`config.mk`:
```
export PLATFORM = sky130hd
export DESIGN_NAME = framer_ctrl_param_flat
export DESIGN_NICKNAME = d
export VERILOG_FILES = /design/src/rtl/framer_ctrl_param_if.sv /design/src/rtl/framer_ctrl_param.sv /design/src/flat_wrapper.sv
export SDC_FILE = /design/constraint.sdc
export NUM_CORES = 1
export LEC_CHECK = 0
export ABC_AREA = 1
export BUFFER_PORTS_ARGS = -buffer_cell sky130_fd_sc_hd__clkbuf_2
export CELL_PAD_IN_SITES_DETAIL_PLACEMENT = 1
export CELL_PAD_IN_SITES_GLOBAL_PLACEMENT = 2
export CORE_MARGIN = 2
export CORE_UTILIZATION = 30
export DETAILED_ROUTE_END_ITERATION = 8
export PLACE_DENSITY_LB_ADDON = 0.1
export RECOVER_POWER = 25
export SLEW_MARGIN = 10
export SYNTH_ARGS = -nofsm -noshare
export SYNTH_HDL_FRONTEND = slang
export SYNTH_SLANG_ARGS = --single-unit
```
`constraint.sdc`:
```
create_clock -name clk -period 2.4 [get_ports clk]
set_clock_uncertainty 0.05 [all_clocks]
set_input_delay 0.48 -clock clk [delete_from_list [all_inputs] [get_ports clk]]
set_output_delay 0.48 -clock clk [all_outputs]
set_load 0.03 [all_outputs]
```
`src/rtl/framer_ctrl_param_if.sv`:
```
// Symbol/marker handshake and framer status bundle between the marker detector side and the framer.
// loss_cnt exists only when FRAMER_STATS_EN is defined.
interface framer_ctrl_param_if #(
  parameter int CW     = 3,
  parameter int STAT_W = 8
);
  logic              en;
  logic              sync_flag;
  logic              sof;
  logic [1:0]        state;
  logic [CW-1:0]     pos;
  logic              locked;
`ifdef FRAMER_STATS_EN
  logic [STAT_W-1:0] loss_cnt;

  modport master (output en, sync_flag, input sof, state, pos, locked, loss_cnt);
  modport slave  (input en, sync_flag, output sof, state, pos, locked, loss_cnt);
`else
  modport master (output en, sync_flag, input sof, state, pos, locked);
  modport slave  (input en, sync_flag, output sof, state, pos, locked);
`endif
endinterface

```
`src/rtl/framer_ctrl_param.sv`:
```
// Frame-sync controller: SEARCH -> CONFIRM -> SYNC with programmable confirm and flywheel depth.
// Optional lock-loss statistics counter enabled by defining FRAMER_STATS_EN.
module framer_ctrl_param #(
  parameter int FRAME_SIZE = 8,
  parameter int CONFIRM_N  = 2,
  parameter int LOSS_N     = 3,
  parameter int STAT_W     = 8
) (
  input logic                clk,
  input logic                reset,
  framer_ctrl_param_if.slave bus
);
  localparam int CW  = $clog2(FRAME_SIZE);
  localparam int CCW = (CONFIRM_N > 1) ? $clog2(CONFIRM_N) : 1;
  localparam int LCW = (LOSS_N > 1) ? $clog2(LOSS_N) : 1;

  typedef enum logic [1:0] {
    SEARCH  = 2'b00,
    CONFIRM = 2'b01,
    SYNC    = 2'b10,
    ILLEGAL = 2'b11
  } state_e;

  state_e         state_q, state_d;
  logic [CW-1:0]  pos_q, pos_d, pos_inc;
  logic [CCW-1:0] conf_q, conf_d;
  logic [LCW-1:0] miss_q, miss_d;
  logic           bnd;

  assign pos_inc = (pos_q == CW'(FRAME_SIZE - 1)) ? '0 : pos_q + 1'b1;
  assign bnd     = bus.en && (pos_q == '0);

  always_ff @(posedge clk) begin
    if (reset) begin
      state_q <= SEARCH;
      pos_q   <= '0;
      conf_q  <= '0;
      miss_q  <= '0;
    end else begin
      state_q <= state_d;
      pos_q   <= pos_d;
      conf_q  <= conf_d;
      miss_q  <= miss_d;
    end
  end

  always_comb begin
    state_d = state_q;
    pos_d   = pos_q;
    conf_d  = conf_q;
    miss_d  = miss_q;
    case (state_q)
      SEARCH: begin
        // The marker symbol itself is position 0, so the next symbol is position 1.
        if (bus.en && bus.sync_flag) begin
          state_d = CONFIRM;
          pos_d   = CW'(1);
          conf_d  = '0;
        end
      end
      CONFIRM: begin
        if (bus.en) pos_d = pos_inc;
        if (bnd) begin
          if (!bus.sync_flag) begin
            state_d = SEARCH;
            pos_d   = '0;
          end else if (conf_q == CCW'(CONFIRM_N - 1)) begin
            state_d = SYNC;
            miss_d  = '0;
          end else begin
            conf_d = conf_q + 1'b1;
          end
        end
      end
      SYNC: begin
        if (bus.en) pos_d = pos_inc;
        if (bnd) begin
          if (bus.sync_flag) begin
            miss_d = '0;
          end else if (miss_q == LCW'(LOSS_N - 1)) begin
            state_d = SEARCH;
            pos_d   = '0;
          end else begin
            miss_d = miss_q + 1'b1;
          end
        end
      end
      default: begin
        // Unreachable encoding recovers unconditionally, even with en low.
        state_d = SEARCH;
        pos_d   = '0;
      end
    endcase
  end

  assign bus.sof    = (state_q == SYNC) && bnd;
  assign bus.state  = state_q;
  assign bus.pos    = pos_q;
  assign bus.locked = (state_q == SYNC);

`ifdef FRAMER_STATS_EN
  logic [STAT_W-1:0] loss_q;

  always_ff @(posedge clk) begin
    if (reset)
      loss_q <= '0;
    else if (state_q == SYNC && state_d == SEARCH && loss_q != '1)
      loss_q <= loss_q + 1'b1;
  end

  assign bus.loss_cnt = loss_q;
`endif
endmodule
```
`src/flat_wrapper.sv`:
```
// flat-port wrapper written by rule: the top's interface ports become plain ports
module framer_ctrl_param_flat 
#(
  parameter int FRAME_SIZE = 8,
  parameter int CONFIRM_N  = 2,
  parameter int LOSS_N     = 3,
  parameter int STAT_W     = 8
)
  (clk, reset, bus_en, bus_sync_flag, bus_sof, bus_state, bus_pos, bus_locked);
  framer_ctrl_param_if #(.STAT_W(STAT_W)) bus_i ();
  input logic clk;
  input logic reset;
  input wire logic [$bits(bus_i.en)-1:0] bus_en;
  input wire logic [$bits(bus_i.sync_flag)-1:0] bus_sync_flag;
  output wire logic [$bits(bus_i.sof)-1:0] bus_sof;
  output wire logic [$bits(bus_i.state)-1:0] bus_state;
  output wire logic [$bits(bus_i.pos)-1:0] bus_pos;
  output wire logic [$bits(bus_i.locked)-1:0] bus_locked;
  assign bus_i.en = bus_en;
  assign bus_i.sync_flag = bus_sync_flag;
  assign bus_sof = bus_i.sof;
  assign bus_state = bus_i.state;
  assign bus_pos = bus_i.pos;
  assign bus_locked = bus_i.locked;
  framer_ctrl_param #(.FRAME_SIZE(FRAME_SIZE), .CONFIRM_N(CONFIRM_N), .LOSS_N(LOSS_N), .STAT_W(STAT_W)) u_core (.clk(clk), .reset(reset), .bus(bus_i));
endmodule
```
==> summary.txt, run 1 <==
Routing
  • Max layer used: met4
  • First-pass iteration count of the detailed router: 3
  • # DRC: 0
  • Avg WL per Cell: 11.22 µm
  • Vias per Instance: 4.690
  • Total wire length: 1447 µm
  • Via Count: 605
  • Length of routed met3 wiring: 42 µm
  • Wire length on met2: 652 µm
  • Met1 Wirelength: 720 µm
  • Iteration-0 DRC count of the detailed router: 8
  • ANT nets after route: 0

Clocking
  • Number of buffers created by CTS: 3
  • Reg clk slew, reported paths: 0.06 ns
  • TritonCTS clock tree: yes
  • CTS resizes: 0
  • CTS H-tree lvls: 1
  • Clock buffer depth: 2
  • Root buffer cell: clkbuf_4
  • Clock sink count: 8
  • Hold-fix buffer count after cts: 0
  • Later-pin clock latency in the skew report: 0.27 ns
  • Setup Fix Bufs, Post-CTS: 0

Place
  • DP Worst Slack: 0.7624 ns
  • DPL Wire Length: 1199 µm
  • Final Wtd Congestion: 0.7098
  • IO buf count: 10

Floorplanning
  • Die width: 48.93 µm
  • Die Area: 2394 µm²
  • Rows: 16
  • Die Ht: 48.93 µm
  • I/O pin cnt: 11
  • CORE AREA: 1942 µm²
  • Starting Density: 31.19%

Synthesis
  • Post-Syn Area per Cell: 6.804 µm²
  • Largest area contributor in the synthesized netlist: dfxtp_1
  • Synth Warn #: 0
  • Number of flops mapped to enable cells by yosys: 0
  • Syn_nets: 101
  • Sequential share of the synthesized area: 26.45%
  • Library cells used by synthesis: 17
  • Top-area cell type share of the netlist area: 26.45%
  • Most frequent cell after synthesis: nand2_1
  • Synthesized area: 605.6 µm²
  • Synth Instances: 89
  • Primary FF master, synth: dfxtp_1
  • Asr flop ratio synth: 0%
  • Synth top cells by count: nand2_1 (18), inv_1 (14), nor2_1 (14)
  • Register bit count reported by yosys: 8
  • Area contributors post-synth: dfxtp_1 (26%), ha_1 (17%), nand2_1 (11%)

Job
  • Max Cap Violations: 0

Setup path
  • CP bufs+invs: 3
  • Setup Crit Path Kind: flop to primary output
  • Worst path most repeated cell: inv_1
  • CP cell instances: inv_1 > ha_1 > inv_1 > nor2_1 > clkbuf_2
  • CP Launch Type: flop
  • R2R setup slack: 0.81 ns
  • Critical Path AT: 1.34 ns
  • Crit path max-delay family: buffers and inverters
  • Worst Setup End Kind: primary output
  • WP data required: 1.87 ns
  • Crit-path slowest cell: dfxtp_1
  • Slowest stage delay, CP: 0.35 ns
  • Critical Path Fanout Max: 5

Timing
  • RSZ-0062 raised after global routing: false
  • Maximum clock rate: 535.4 MHz
  • Slew at the pin closest to its max-slew limit: 0.3620 ns
  • Fin crit share: 77.82%
  • Final Hold Fails: 0
  • Count of pins over their slew limit: 0
  • Worst setup margin: 0.5322 ns
  • Shortest period the worst path allows: 1.868 ns
  • Setup tns final: 0 ns
  • Slew headroom: 75.97%
  • Endpoints failing setup: 0

Global route
  • Vias in the first global route: 610
  • Antenna violations before repair: 0
  • Global route total overflow: 0
  • Largest net degree at the start of global routing: 8
  • First-pass GRT wire length: 2649 µm
  • Total GRT Usage: 14.00%

Final layout
  • P&R area growth vs syn: 16.94%
  • Post-layout util: 36.47%
  • Register area: 160.2 µm²
  • Layout Nets: 116
  • ANT cells: 0
  • Layout cells sized above 1: 15.69%
  • Multi-input gate area: 389.1 µm²
  • # fillers: 266

Pwr
  • VDD IR max: 0.0004487 V
  • Total leakage power: 0.3519 nW
  • Pwr Density: 1076 nW/µm²
  • Total power: 0.7623 mW

Run status
  • Status: completed

Hold path
  • Hold Crit Class: input pin to flop
-- registers in the layout, summed over array words and instances, names as in the netlist --
| signal | cells |
|---|---|
| u_core.miss_q | 2 |
| u_core.conf_q | 1 |
| u_core.bus.state | 2 |
| u_core.bus.pos | 3 |
-- power by group --
group / internal (mW) / switching [mW]
Sequential: 0.169 / 0.0362
Combinational: 0.146 / 0.298
Clock: 0.0578 / 0.0555
-- stage by stage --
stage	std cells	hold WS [ns]	instance area, µm²
detailed placement	126	0.4183	689.4
CTS	129	0.4250	711.9
finish	129	0.4153	708.2
floorplan	89	0.3886	605.6
global route	129	0.4420	708.2
global placement	126	0.4142	689.4
-- placed cells by master, fill, tap and decap left out --
cell type / netlist / final
nand3_1: 3 / 3
nor3_1: 2 / 2
nand3_2: 1 / 1
o211ai_1: 1 / 1
nand2_4: 1 / 1
a21oi_1: 10 / 10
ha_1: 8 / 8
inv_1: 14 / 14
o21ai_0: 3 / 3
clkbuf_2: 0 / 7
nor2_1: 14 / 14
inv_2: 1 / 1
nand3_4: 1 / 1
nor2_4: 1 / 1
clkbuf_1: 0 / 3
nand4_1: 2 / 2
a21oi_2: 1 / 1
dfxtp_1: 8 / 8
nand2_1: 18 / 18
clkbuf_4: 0 / 3
-- worst reg2reg max path, stage by stage, from the launching register on --
cell and delay (ns):
dfxtp_1 0.40, inv_1 0.08, ha_1 0.25, inv_1 0.13
nand2_1 0.10, nand2_4 0.11, nand3_1 0.13, nand2_1 0.09
nand2_1 0.05, nand2_1 0.05, a21oi_1 0.05
-- layer usage --
layer | global-route usage [%] | up-vias
li1 | - | 313
met1 | 19.17 | 278
met2 | 22.15 | 9
met3 | 1.840 | 5
met4 | 5.714 | 0
met5 | 0 | -
-- cells by family (layout without fill, tap and decap cells) --
logic type / count (synthesis) / count (layout) / synth area share [%]
adders and majority gates: 8 / 8 / 16.53
AOI/OAI and AO/OA: 15 / 15 / 13.43
and+or+nand+nor: 43 / 43 / 34.30
buffers and inverters: 15 / 28 / 9.297
DFF: 8 / 8 / 26.45
-- cell type report --
class,instances,area share [%]
clock buffers,3,3.180
repair buffers,10,6.537
multi-input cells,66,54.95
well taps,27,4.770
flip-flops and latches,8,22.61
inverters,15,7.951
-- final timing paths --
kind                             from             endpoint  depth (start not counted)
setup / recovery  u_core.bus.state[0]              bus_sof                          5
hold / removal                  reset  u_core.bus.state[0]                          2
setup reg to reg  u_core.bus.state[1]    u_core.bus.pos[0]                         10
hold reg to reg      u_core.miss_q[1]     u_core.miss_q[1]                          2
Note: power is estimated with default switching activity, not from simulation.
==> inputs of run 2 (changes only) <==
Settings changed: CORE_UTILIZATION 30 to 25.
Clock period 2.4 ns to 1.53 ns, I/O delays scaled along.
==> summary.txt, run 2 (same netlist as run 1, synthesis figures left out) <==
Timing
  • Slew headroom: 76.04% (was 75.97%)
  • Maximum clock rate: 659.5 MHz
  • Setup tns final: 0 ns (unchanged)
  • Shortest period the worst path allows: 1.516 ns
  • Count of pins over their slew limit: 0 (unchanged)
  • Final Hold Fails: 0 (unchanged)
  • Endpoints failing setup: 0 (unchanged)
  • Worst Hold Margin: 0.2503 ns (was 0.4153 ns)
  • RSZ-0062 raised after global routing: true (was false)
  • Fin crit share: 99.10%
  • Slew at the pin closest to its max-slew limit: 0.3610 ns (was 0.3620 ns)

Pwr
  • Total leakage power: 0.4205 nW (was 0.3519 nW)
  • VDD IR max: 0.0006227 V (was 0.0004487 V)
  • Total power: 1.459 mW (was 0.7623 mW)
  • Pwr Density: 1693 nW/µm² (was 1076 nW/µm²)

Setup path
  • Crit-path slowest cell: dfxtp_4 (was dfxtp_1)
  • Worst Setup End Kind: primary output (unchanged)
  • Slowest stage delay, CP: 0.37 ns (was 0.35 ns)
  • Critical Path AT: 1.16 ns (was 1.34 ns)
  • Setup Crit Path Kind: flop to primary output (unchanged)
  • WP data required: 1.17 ns (was 1.87 ns)
  • CP cell instances: buf_4 > ha_4 > inv_2 > nor2_2 > clkbuf_8 (was inv_1 > ha_1 > inv_1 > nor2_1 > clkbuf_2)
  • CP Launch Type: flop (unchanged)
  • Critical Path Fanout Max: 5 (unchanged)

Clocking
  • Later-pin clock latency in the skew report: 0.27 ns (about the same)
  • TritonCTS clock tree: yes (unchanged)
  • Hold-fix buffer count after cts: 0 (unchanged)
  • Number of buffers created by CTS: 3 (unchanged)
  • Reg clk slew, reported paths: 0.07 ns (was 0.06 ns)
  • Clock buffer depth: 2 (unchanged)
  • Root buffer cell: clkbuf_4 (unchanged)
  • Clock sink count: 8 (unchanged)
  • CTS H-tree lvls: 1 (unchanged)

Place
  • IO buf count: 10 (unchanged)
  • Placed Area: 738.2 µm² (was 689.4 µm²)
  • Final Wtd Congestion: 0.7691 (was 0.7098)
  • DPL Wire Length: 1329 µm (was 1199 µm)
  • Placed insts: 131 (was 126)

Routing
  • # DRC: 0 (unchanged)
  • First-pass iteration count of the detailed router: 4 (was 3)
  • Via Count: 631 (was 605)
  • Total wire length: 1747 µm (was 1447 µm)
  • Iteration-0 DRC count of the detailed router: 4 (was 8)
  • Vias per Instance: 4.475 (was 4.690)
  • ANT nets after route: 0 (unchanged)
  • Avg WL per Cell: 12.39 µm (was 11.22 µm)

Global route
  • Total GRT Usage: 14.80% (was 14.00%)
  • Largest net degree at the start of global routing: 8 (unchanged)
  • Global route total overflow: 0 (unchanged)
  • Antenna violations before repair: 0 (unchanged)
  • Vias in the first global route: 620 (was 610)
  • First-pass GRT wire length: 2877 µm (was 2649 µm)

Final layout
  • P&R area growth vs syn: 42.36% (was 16.94%)
  • Number of flip-flops in the largest register: 3 (unchanged)
  • Layout cells sized above 1: 39.82% (was 15.69%)
  • Most frequent cells in the layout: nand2_1 (18), nor2_1 (11), buf_4 (11), a21oi_1 (10), inv_1 (8) (was nand2_1 (18), inv_1 (14), nor2_1 (14), a21oi_1 (10))
  • Final instance area: 862.1 µm² (was 708.2 µm²)
  • ANT cells: 0 (unchanged)
  • Layout Nets: 127 (was 116)
  • Commonest non-fill, non-tap cell in the layout: nand2_1 (unchanged)
  • Fin cells: 141 (was 129)

Job
  • Max Cap Violations: 0 (unchanged)

Floorplanning
  • I/O pin cnt: 11 (unchanged)
  • Starting Density: 26.86% (was 31.19%)
  • Die width: 53.22 µm (was 48.93 µm)
  • Die Ht: 53.22 µm (was 48.93 µm)
  • CORE AREA: 2255 µm² (was 1942 µm²)
  • Die Area: 2832 µm² (was 2394 µm²)
  • Rows: 17 (was 16)

Hold path
  • Hold Crit Class: input pin to flop (unchanged)

Run status
  • Status: completed (unchanged)
[run 2: cell count changes in the layout (fill, tap and decap cells not counted), moves of 3 or more]
| cell | before | now |
|---|---|---|
| ha_1 | 8 | 5 |
| buf_4 | 0 | 11 |
| inv_1 | 14 | 8 |
| dfxtp_1 | 8 | 4 |
| nor2_1 | 14 | 11 |
| inv_2 | 1 | 6 |
| nor2_2 | 0 | 3 |
[run 2: power by group]
group	leakage, nW	switching, mW	internal (mW)
registers	0.0677	0.0569	0.276
logic	0.339	0.556	0.392
clock network	0.0138	0.0877	0.0907
total	0.420	0.701	0.759
[run 2: metrics by stage]
stage / utilization (%) / setup WS, ns
after global routing: 38.24 / -0.07283
after CTS: 37.01 / 0.002143
after global placement: 32.74 / 0.007347
after detailed placement: 32.74 / 0.008218
final: 38.24 / 0.01371
after floorplan: - / 0.03365
[run 2: layout make-up]
cell class              instances  area (µm²)
fillers                       305        1393
repair buffers                 21       138.9
clock buffers                   3       22.52
well taps                      28       35.03
flip-flops and latches          8       170.2
multi-input cells              66       436.7
inverters                      15       58.81
[run 2: critical path, delay by kind of cell (launching register included)]
family | cells | cell delay, ns
flops | 1 | 0.37
simple gates | 1 | 0.08
fa+ha+maj | 1 | 0.14
buf+inv | 3 | 0.32
[run 2: final timing paths]
kind | start | end | slack, ns | depth (start not counted)
setup / recovery | u_core.bus.state[1] | bus_sof | 0.01 | 5
setup reg to reg | u_core.bus.state[1] | u_core.bus.state[1] | 0.09 | 9
hold reg to reg | u_core.miss_q[1] | u_core.miss_q[1] | 0.44 | 2
hold / removal | reset | u_core.bus.state[0] | 0.25 | 2
[run 2: layer usage]
layer	up-vias	track usage, %	share of wire, %
li1	334	-	-
met1	286	20.78	53
met2	9	20.58	43
met3	2	2.542	3.0
met4	0	8.974	1.9
met5	-	0	0
[run 2: repair_timing]
| action | 4_1_cts | 5_1_grt |
|---|---|---|
| setup endpoints to repair | 1 | 8 |
| setup buffers | 6 | 1 |
| pin swaps | 3 | 4 |
| resized for setup | 11 | 9 |
